## config.mk

```make
export PLATFORM = sky130hd
export DESIGN_NAME = rf_write_arbiter
export DESIGN_NICKNAME = d
export VERILOG_FILES = /design/src/rtl/rf_write_arbiter.sv
export SDC_FILE = /design/constraint.sdc
export NUM_CORES = 1
export LEC_CHECK = 0
export BUFFER_PORTS_ARGS = -buffer_cell sky130_fd_sc_hd__buf_4
export CAP_MARGIN = 25
export CORE_MARGIN = 2
export CORE_UTILIZATION = 40
export CTS_CLUSTER_DIAMETER = 200
export DETAILED_ROUTE_END_ITERATION = 10
export MAX_ROUTING_LAYER = met4
export PLACE_DENSITY_LB_ADDON = 0.25
export REMOVE_ABC_BUFFERS = 1
export SETUP_SLACK_MARGIN = 0.1
export SLEW_MARGIN = 10
export SYNTH_ARGS = -nofsm -noshare
export SYNTH_HDL_FRONTEND = slang
export SYNTH_SLANG_ARGS = --single-unit
```

## constraint.sdc

```tcl
create_clock -name clk -period 11.45 [get_ports clk]
set_input_delay 2.8625 -clock clk [delete_from_list [all_inputs] [get_ports clk]]
set_output_delay 2.8625 -clock clk [all_outputs]
set_load 0.01 [all_outputs]
```

## src/rtl/rf_write_arbiter.sv

```systemverilog
// Register-file write-port arbiter: in-order pipeline writeback versus queued
// long-latency results, with stale-entry invalidation, starvation stall and bypass.
module rf_write_arbiter #(
   parameter int DEPTH        = 4,
   parameter int STARVE_LIMIT = 8
) (
   input  logic                     clk,
   input  logic                     reset,
   input  logic                     pipe_wb_valid,
   input  logic [4:0]               pipe_wb_addr,
   input  logic [31:0]              pipe_wb_data,
   input  logic                     late_valid,
   input  logic [4:0]               late_addr,
   input  logic [31:0]              late_data,
   output logic                     late_ready,
   output logic                     reg_write_enable,
   output logic [4:0]               reg_write_addr,
   output logic [31:0]              reg_write_data,
   output logic                     stall_req,
   input  logic [4:0]               fwd_read_addr_1,
   input  logic [4:0]               fwd_read_addr_2,
   output logic                     fwd_hit_1,
   output logic                     fwd_hit_2,
   output logic [31:0]              fwd_data_1,
   output logic [31:0]              fwd_data_2,
   output logic                     fwd_pending_1,
   output logic                     fwd_pending_2,
   output logic [$clog2(DEPTH):0]   queue_count
);

   localparam int PW = (DEPTH > 1) ? $clog2(DEPTH) : 1;
   localparam int CW = $clog2(DEPTH) + 1;
   localparam int SW = $clog2(STARVE_LIMIT) + 1;

   logic [DEPTH-1:0] q_valid_q, q_valid_d;
   logic [4:0]       q_addr_q [DEPTH];
   logic [4:0]       q_addr_d [DEPTH];
   logic [31:0]      q_data_q [DEPTH];
   logic [31:0]      q_data_d [DEPTH];
   logic [PW-1:0]    head_q, head_d, tail_q, tail_d;
   logic [CW-1:0]    count_q, count_d;
   logic [SW-1:0]    starve_q, starve_d;
   logic             stall_q, stall_d;
   logic             we_q, we_d;
   logic [4:0]       wa_q, wa_d;
   logic [31:0]      wd_q, wd_d;

   logic             q_empty_s, enq_s, pipe_ok_s, sel_queue_s;

   assign late_ready  = (count_q < CW'(DEPTH));
   assign q_empty_s   = (count_q == {CW{1'b0}});
   assign enq_s       = late_valid && late_ready && (late_addr != 5'd0);
   // A stall cycle hands the port to the queue; the pipe is held upstream.
   assign pipe_ok_s   = !stall_q && pipe_wb_valid && (pipe_wb_addr != 5'd0);
   assign sel_queue_s = !q_empty_s && (stall_q || !pipe_ok_s);

   // Source selection, queue update and next write-port value
   always_comb begin
      q_valid_d = q_valid_q;
      q_addr_d  = q_addr_q;
      q_data_d  = q_data_q;
      head_d    = head_q;
      tail_d    = tail_q;
      we_d      = 1'b0;
      wa_d      = 5'd0;
      wd_d      = 32'd0;
      if (pipe_ok_s) begin
         we_d = 1'b1;
         wa_d = pipe_wb_addr;
         wd_d = pipe_wb_data;
         // Older queued results to the same register are superseded by the pipe.
         for (int i = 0; i < DEPTH; i++) begin
            q_valid_d[i] = q_valid_q[i] && (q_addr_q[i] != pipe_wb_addr);
         end
      end else if (sel_queue_s) begin
         we_d              = q_valid_q[head_q];
         wa_d              = q_valid_q[head_q] ? q_addr_q[head_q] : 5'd0;
         wd_d              = q_valid_q[head_q] ? q_data_q[head_q] : 32'd0;
         q_valid_d[head_q] = 1'b0;
         head_d            = head_q + PW'(1);
      end else begin
         we_d = 1'b0;
      end
      if (enq_s) begin
         q_valid_d[tail_q] = 1'b1;
         q_addr_d[tail_q]  = late_addr;
         q_data_d[tail_q]  = late_data;
         tail_d            = tail_q + PW'(1);
      end else begin
         tail_d = tail_q;
      end
      count_d = count_q + CW'(enq_s) - CW'(sel_queue_s);
   end

   // Starvation counter and one-cycle stall request
   always_comb begin
      starve_d = {SW{1'b0}};
      stall_d  = 1'b0;
      if (q_empty_s || sel_queue_s) begin
         starve_d = {SW{1'b0}};
      end else if (starve_q == SW'(STARVE_LIMIT - 1)) begin
         stall_d  = 1'b1;
      end else begin
         starve_d = starve_q + SW'(1);
      end
   end

   // Pending lookup over live queue entries
   always_comb begin
      fwd_pending_1 = 1'b0;
      fwd_pending_2 = 1'b0;
      for (int i = 0; i < DEPTH; i++) begin
         fwd_pending_1 = fwd_pending_1 | (q_valid_q[i] && (q_addr_q[i] == fwd_read_addr_1));
         fwd_pending_2 = fwd_pending_2 | (q_valid_q[i] && (q_addr_q[i] == fwd_read_addr_2));
      end
      fwd_pending_1 = fwd_pending_1 && (fwd_read_addr_1 != 5'd0);
      fwd_pending_2 = fwd_pending_2 && (fwd_read_addr_2 != 5'd0);
   end

   assign fwd_hit_1  = (fwd_read_addr_1 != 5'd0) && we_q && (wa_q == fwd_read_addr_1);
   assign fwd_hit_2  = (fwd_read_addr_2 != 5'd0) && we_q && (wa_q == fwd_read_addr_2);
   assign fwd_data_1 = fwd_hit_1 ? wd_q : 32'd0;
   assign fwd_data_2 = fwd_hit_2 ? wd_q : 32'd0;

   // State registers
   always_ff @(posedge clk or posedge reset) begin
      if (reset) begin
         q_valid_q <= {DEPTH{1'b0}};
         for (int i = 0; i < DEPTH; i++) begin
            q_addr_q[i] <= 5'd0;
            q_data_q[i] <= 32'd0;
         end
         head_q   <= {PW{1'b0}};
         tail_q   <= {PW{1'b0}};
         count_q  <= {CW{1'b0}};
         starve_q <= {SW{1'b0}};
         stall_q  <= 1'b0;
         we_q     <= 1'b0;
         wa_q     <= 5'd0;
         wd_q     <= 32'd0;
      end else begin
         q_valid_q <= q_valid_d;
         q_addr_q  <= q_addr_d;
         q_data_q  <= q_data_d;
         head_q    <= head_d;
         tail_q    <= tail_d;
         count_q   <= count_d;
         starve_q  <= starve_d;
         stall_q   <= stall_d;
         we_q      <= we_d;
         wa_q      <= wa_d;
         wd_q      <= wd_d;
      end
   end

   assign reg_write_enable = we_q;
   assign reg_write_addr   = wa_q;
   assign reg_write_data   = wd_q;
   assign stall_req        = stall_q;
   assign queue_count      = count_q;

endmodule
```

==> results of run 1 <==
-- worst max-delay path, cell delays in order --
cell and delay [ns]:
buf_4 0.15, xnor2_1 0.16, nand4_1 0.12, nor4_2 0.64, buf_4 0.45, and2_1 0.19, buf_4 0.12
-- cell usage after synthesis (2+ instances only) --
master | count | share of area [%]
clkbuf_1 | 23 | 0.86
nor3_1 | 8 | 0.40
or4_1 | 3 | 0.23
nand2_2 | 2 | 0.13
mux4_2 | 38 | 8.6
nand2_8 | 2 | 0.40
and2_1 | 64 | 4.0
mux2_1 | 39 | 4.4
nand4_1 | 6 | 0.38
buf_6 | 12 | 1.4
buf_2 | 14 | 0.70
xnor2_1 | 27 | 2.4
a31oi_1 | 4 | 0.25
xor2_1 | 48 | 4.2
nor2_1 | 6 | 0.23
mux2_2 | 109 | 12
a32o_1 | 41 | 4.1
ha_1 | 11 | 1.4
dfrtp_1 | 202 | 51
nand2_1 | 7 | 0.26
nor4_1 | 10 | 0.63
nand3_1 | 5 | 0.25
inv_1 | 11 | 0.41
buf_4 | 6 | 0.45
and3_1 | 2 | 0.13
-- where the power goes --
part	internal, W	switching, W
Clock	0.000379	0.000277
Combinational	0.000662	0.000497
Sequential	0.00104	0.000252
-- per-stage QoR --
step / utilization [%] / hold WS, ns / cells / setup slack (ns)
2_1_floorplan: - / 0.440 / 656 / 3.08
3_3_place_gp: 47.7 / 0.462 / 1187 / 3.91
3_5_place_dp: 47.7 / 0.463 / 1187 / 3.85
4_1_cts: 50.4 / 0.479 / 1224 / 3.84
5_1_grt: 50.4 / 0.501 / 1224 / 3.70
6_report: 50.4 / 0.480 / 1224 / 3.89
-- cells by family (layout without fill, tap and decap cells) --
| group | Yosys count | after routing | synth area share (%) |
|---|---|---|---|
| multiplexers | 186 | 186 | 25.3 |
| adder cells (fa/ha/maj) | 12 | 12 | 1.58 |
| AO/OA/AOI/OAI | 51 | 51 | 4.76 |
| AND/OR/NAND/NOR | 119 | 119 | 7.42 |
| XOR/XNOR | 75 | 75 | 6.58 |
| flip-flops | 202 | 202 | 50.6 |
| buffers and inverters | 66 | 255 | 3.78 |
-- worst paths after layout --
kind | endpoint | slack [ns] | depth (start not counted)
setup / recovery | fwd_data_2[2] | 3.89 | 7
hold / removal | starve_q[0] | 0.48 | 1
setup reg to reg | queue_count[2] | 8.77 | 10
hold reg to reg | starve_q[0] | 0.48 | 1
max in group asynchronous | q_data_q[86] | 7.07 | 4
min in group asynchronous | reg_write_data[27] | 2.42 | 2
-- final cells by class --
cell class | count | area [um2]
Fill cell | 2195 | 12100
Sequential cell | 202 | 5060
Multi-Input combinational cell | 443 | 4570
Timing Repair Buffer | 207 | 1550
Clock buffer | 32 | 628
Tap cell | 324 | 405
Inverter | 11 | 48.8
Clock inverter | 5 | 36.3
-- per-layer routing --
metal	wire [um]	vias up	track usage [%]	part of all wire, %
li1	-	2927	-	-
met5	0	-	-	0
met3	1570	46	3.42	6.4
met2	11800	213	31.5	48
met4	483	0	4.87	2.0
met1	10800	3390	26.1	44
-- registers in the layout, indices dropped and copies added, names as in the netlist --
name	cells
tail_q	2
reg_write_data	32
reg_write_addr	5
q_valid_q	4
q_addr_q	20
starve_q	4
reg_write_enable	1
q_data_q	128
queue_count	3
head_q	2
stall_req	1
==> metrics.md, run 1 <==
| Metric | Value |
|---|---|
| Initial drt markers | `311` |
| GPL Wtd Cong | `0.878` |
| Vias in the first global route | `6,919` |
| Fraction of registers with async set/reset | `100%` |
| Core outline area | `0.0244 mm2` |
| Fin. max-slew vios | `0` |
| ANT nets after route | `0` |
| Sequential fraction of the synthesis area | `50.6%` |
| Max_slew headroom | `33.5%` |
| Reg2Reg Launch Point | `queue_count[2]` |
| CTS Sinks | `202` |
| Critical path launch point type | `input pin` |
| Initial antenna violation count | `0` |
| WL/cell | `20.1 um` |
| First-pass GRT wire length | `39.3 mm` |
| FP Rows | `57` |
| Finished Cell Area | `0.0123 mm2` |
| Ports | `199` |
| Reg clk slew, reported paths | `0.06 ns` |
| Synth unique cells | `36` |
| Tightest Pin Transition | `0.998 ns` |
| Worst-path maximum fanout | `27` |
| Routed vias | `6,576` |
| Final setup violation count | `0` |
| CTS tree | `done` |
| Cts hold-fix bufs | `0` |
| Post-Syn Area | `0.00999 mm2` |
| Initial core utilization | `40.9%` |
| Power Dens Cells | `253 mW/mm2` |
| Largest net degree at the start of global routing | `92` |
| Maxcap violations | `0` |
| CP arrival | `4.70 ns` |
| Gr usage total | `19.6%` |
| Crit end category | `primary output` |
| DIE AREA | `0.0262 mm2` |
| Outcome | `finished clean` |
| Power Total | `0.00311 W` |
| Final Cycle Share | `66.0%` |
| HPWL after DPL | `15.7 mm` |
| Kind of critical path | `input pin to primary output` |
| YS warnings | `0` |
| Mapped Cells | `711` |
| Main synth FF type | `dfrtp_1` |
| Leakage | `5.55 nW` |
| Vias/cell | `5.37` |
| Share of layout cells above drive strength 1 | `44.0%` |
| CTS Buf Count | `22` |
| Final Hold Viols | `0` |
| Gr ovfl total | `0` |
| Ant. Diodes | `0` |
| FMAX | `132 MHz` |
| Die width | `162 um` |
| Setup crit start | `fwd_read_addr_2[2]` |
| Max Clock Skew | `0.0155 ns` |
| CTS root buf | `clkbuf_16` |
| Clk Latency, worst-skew pair | `0.51 ns` |
| Yosys reg bits | `202` |
| CP required | `8.59 ns` |
| Number of synthesized flops with an enable pin | `0` |
| Syn avg cell area | `14.0 um2` |
| Most frequent cells in the layout | `buf_4, dfrtp_1, mux2_2` |
| Post-CTS sizing | `0` |
| Layout area overhead | `23.1%` |
| Die Height | `162 um` |
| Most common cell after layout, fill and taps aside | `buf_4` |
| Max VDD drop | `105 uV` |
| H-tree Lvls | `1` |
| Min-delay src | `starve_q[0]` |
| Hold Crit Class | `register to register` |
| RSZ-0062 raised after global routing | `false` |
| Setup Total Neg Slack | `0 ns` |
| Input/output buffers | `198` |
| Setup Buffers After CTS | `0` |
| Post-place instance area | `0.0116 mm2` |
| Drt drc | `0` |
| Clock buffer depth | `3` |
| Initial DRT Pass Iterations | `4` |
| Period minus WS final | `7.56 ns` |
| Final WL | `24.6 mm` |
| Fin nets | `987` |
Power figures use the tool's default switching activity.
==> run 2: changes to the inputs <==
==> constraint.sdc (replaced) <==
create_clock -name clk -period 7.7 [get_ports clk]
set_input_delay 1.925 -clock clk [delete_from_list [all_inputs] [get_ports clk]]
set_output_delay 1.925 -clock clk [all_outputs]
set_load 0.01 [all_outputs]
==> run 2 against run 1 <==
Sequential power is 48% higher. Core utilization is 0.22 points higher. Critical path depth stayed put. Global-route usage hardly changed. Sequential cell count stayed put. Clock-buffer cell count stayed put. Routed wire length is 0.99% higher. Clock skew is 0.0030 ns lower. Power is 51% higher. First-iteration DRC count is 0.64% lower. Largest cell class unchanged.
==> metrics.md, run 2 (same netlist as run 1, synthesis figures left out) <==
| Metric | Value |
|---|---|
| Cts hold-fix bufs | `0 (unchanged)` |
| Critical path cell sequence | `buf_4 -> or4_1 -> nor2_1 -> nor4_2 -> buf_4 -> and2_1 -> buf_4 (was buf_4 -> xnor2_1 -> nand4_1 -> nor4_2 -> buf_4 -> and2_1 -> buf_4)` |
| Hold Crit Class | `register to register (unchanged)` |
| ANT nets after route | `0 (unchanged)` |
| Fin. max-slew vios | `0 (unchanged)` |
| Core outline area | `0.0244 mm2 (unchanged)` |
| Initial drt markers | `309 (was 311)` |
| Critical Path Most Common Cell | `buf_4 (unchanged)` |
| CTS Sinks | `202 (unchanged)` |
| Leakage | `5.57 nW (was 5.55 nW)` |
| Post-CTS sizing | `0 (unchanged)` |
| Clock buffer depth | `3 (unchanged)` |
| Slowest cell on the critical path | `nor4_2 (unchanged)` |
| Ports | `199 (unchanged)` |
| Setup Buffers After CTS | `0 (unchanged)` |
| H-tree Lvls | `1 (unchanged)` |
| Met2 WL | `12.0 mm (was 11.8 mm)` |
| Vias/cell | `5.28 (was 5.37)` |
| CTS tree | `done (unchanged)` |
| Final Hold Viols | `0 (unchanged)` |
| Gr ovfl total | `0 (unchanged)` |
| Max reg flops | `128 (unchanged)` |
| Tightest Pin Transition | `0.998 ns (about the same)` |
| CP peak stage delay | `0.75 ns (was 0.64 ns)` |
| Clock share of power | `22.2% (was 21.1%)` |
| Switching Power | `0.00153 W (was 0.00103 W)` |
| Final WL | `24.9 mm (was 24.6 mm)` |
| Initial core utilization | `40.9% (unchanged)` |
| Input/output buffers | `198 (unchanged)` |
| Drt drc | `0 (unchanged)` |
| Reg clk slew, reported paths | `0.06 ns (about the same)` |
| Vias in the first global route | `6,840 (was 6,919)` |
| CP Buf/Inv Count | `3 (unchanged)` |
| Initial antenna violation count | `0 (unchanged)` |
| Fin nets | `987 (unchanged)` |
| Worst-path maximum fanout | `27 (unchanged)` |
| FMAX | `176 MHz` |
| GPL Wtd Cong | `0.877 (was 0.878)` |
| Metal3 WL | `1.75 mm (was 1.57 mm)` |
| Setup WS pre-CTS | `1.96 ns (was 3.85 ns)` |
| CTS Buf Count | `22 (unchanged)` |
| Register share of total power | `41.1% (was 41.7%)` |
| Routed vias | `6,473 (was 6,576)` |
| Max VDD drop | `139 uV (was 105 uV)` |
| Critical path launch point type | `input pin (unchanged)` |
| Largest net degree at the start of global routing | `97 (was 92)` |
| Maxcap violations | `0 (unchanged)` |
| Max_slew headroom | `33.5% (about the same)` |
| Sw Share | `32.6% (was 33.0%)` |
| Die Height | `162 um (unchanged)` |
| Final Cycle Share | `73.8%` |
| CP arrival | `3.76 ns (was 4.70 ns)` |
| Share of layout cells above drive strength 1 | `44.3% (was 44.0%)` |
| Comb pwr share | `36.7% (was 37.2%)` |
| Final setup violation count | `0 (unchanged)` |
| Metal1 wirelength | `10.8 mm (about the same)` |
| Crit end category | `primary output (unchanged)` |
| DIE AREA | `0.0262 mm2 (unchanged)` |
| CP required | `5.78 ns (was 8.59 ns)` |
| Initial DRT Pass Iterations | `4 (unchanged)` |
| WL/cell | `20.3 um (was 20.1 um)` |
| CP delay by family, top | `simple AND/OR/NAND/NOR gates (unchanged)` |
| RSZ-0062 raised after global routing | `false (unchanged)` |
| Kind of critical path | `input pin to primary output (unchanged)` |
| Layout area overhead | `23.7% (was 23.1%)` |
| Largest reg by FF count | `q_data_q (unchanged)` |
| Ant. Diodes | `0 (unchanged)` |
| FP Rows | `57 (unchanged)` |
| Uppermost layer routed | `met4 (unchanged)` |
| Max Clock Skew | `0.0126 ns (was 0.0155 ns)` |
| Period minus WS final | `5.68 ns` |
| HPWL after DPL | `15.8 mm (was 15.7 mm)` |
| Die width | `162 um (unchanged)` |
| Setup Total Neg Slack | `0 ns (unchanged)` |
| CTS root buf | `clkbuf_16 (unchanged)` |
| First-pass GRT wire length | `39.2 mm (was 39.3 mm)` |
| Power Dens Cells | `380 mW/mm2 (was 253 mW/mm2)` |
| Cell internal pwr | `0.00316 W (was 0.00208 W)` |
| Worst setup margin | `2.02 ns (was 3.89 ns)` |
| Most common cell after layout, fill and taps aside | `buf_4 (unchanged)` |
| Most frequent cells in the layout | `buf_4, dfrtp_1, mux2_2 (unchanged)` |
| Outcome | `finished clean (unchanged)` |
| Gr usage total | `19.6% (about the same)` |
| Clk Latency, worst-skew pair | `0.50 ns (was 0.51 ns)` |
-- run 2: changes by cell type in the layout (fill, tap and decap cells not counted) --
cell / before / now
clkbuf_16: 22 / 23
bufinv_16: 0 / 1
clkbuf_8: 4 / 5
clkinvlp_4: 0 / 1
clkinv_8: 1 / 0
clkbuf_1: 6 / 4
-- run 2: metal layers --
| layer | vias up | track usage (%) |
|---|---|---|
| li1 | 2924 | - |
| met1 | 3331 | 26.1 |
| met2 | 191 | 31.5 |
| met3 | 27 | 4.03 |
| met4 | 0 | 3.46 |
| met5 | - | - |
-- run 2: worst paths after layout --
check,start,to,cells past startpoint,slack [ns]
min in group asynchronous,reset,reg_write_data[27],2,1.54
min reg2reg,starve_q[0],starve_q[0],1,0.47
max in group asynchronous,reset,q_data_q[75],3,4.82
max,fwd_read_addr_1[2],fwd_data_1[10],7,2.02
min,starve_q[0],starve_q[0],1,0.47
max reg2reg,queue_count[1],queue_count[2],9,5.02
-- run 2: through the flow --
step,total power [W],util [%],hold WS (ns),area (um2),cells
3_3_place_gp,0.00364,47.7,0.461,11600,1187
4_1_cts,0.00474,50.6,0.475,12300,1225
6_report,0.00469,50.6,0.468,12300,1225
5_1_grt,0.00498,50.6,0.500,12300,1225
3_5_place_dp,0.00368,47.7,0.466,11600,1187
2_1_floorplan,0.00308,-,0.440,9650,656
-- run 2: power by group through the flow --
stage                     combinational [W]  sequential, W  clock (W)
after floorplan                     0.00118        0.00190          0
after global placement              0.00171        0.00193          0
after detailed placement            0.00174        0.00194          0
after CTS                           0.00175        0.00192    0.00107
after global routing                0.00188        0.00199    0.00111
final                               0.00172        0.00193    0.00104
-- run 2: final cells by class --
cell class,instances,area [um2]
Fill cell,2200,12000
Sequential cell,202,5060
Multi-Input combinational cell,443,4570
Timing Repair Buffer,207,1550
Clock buffer,32,659
Tap cell,324,405
Clock inverter,6,57.6
Inverter,11,48.8
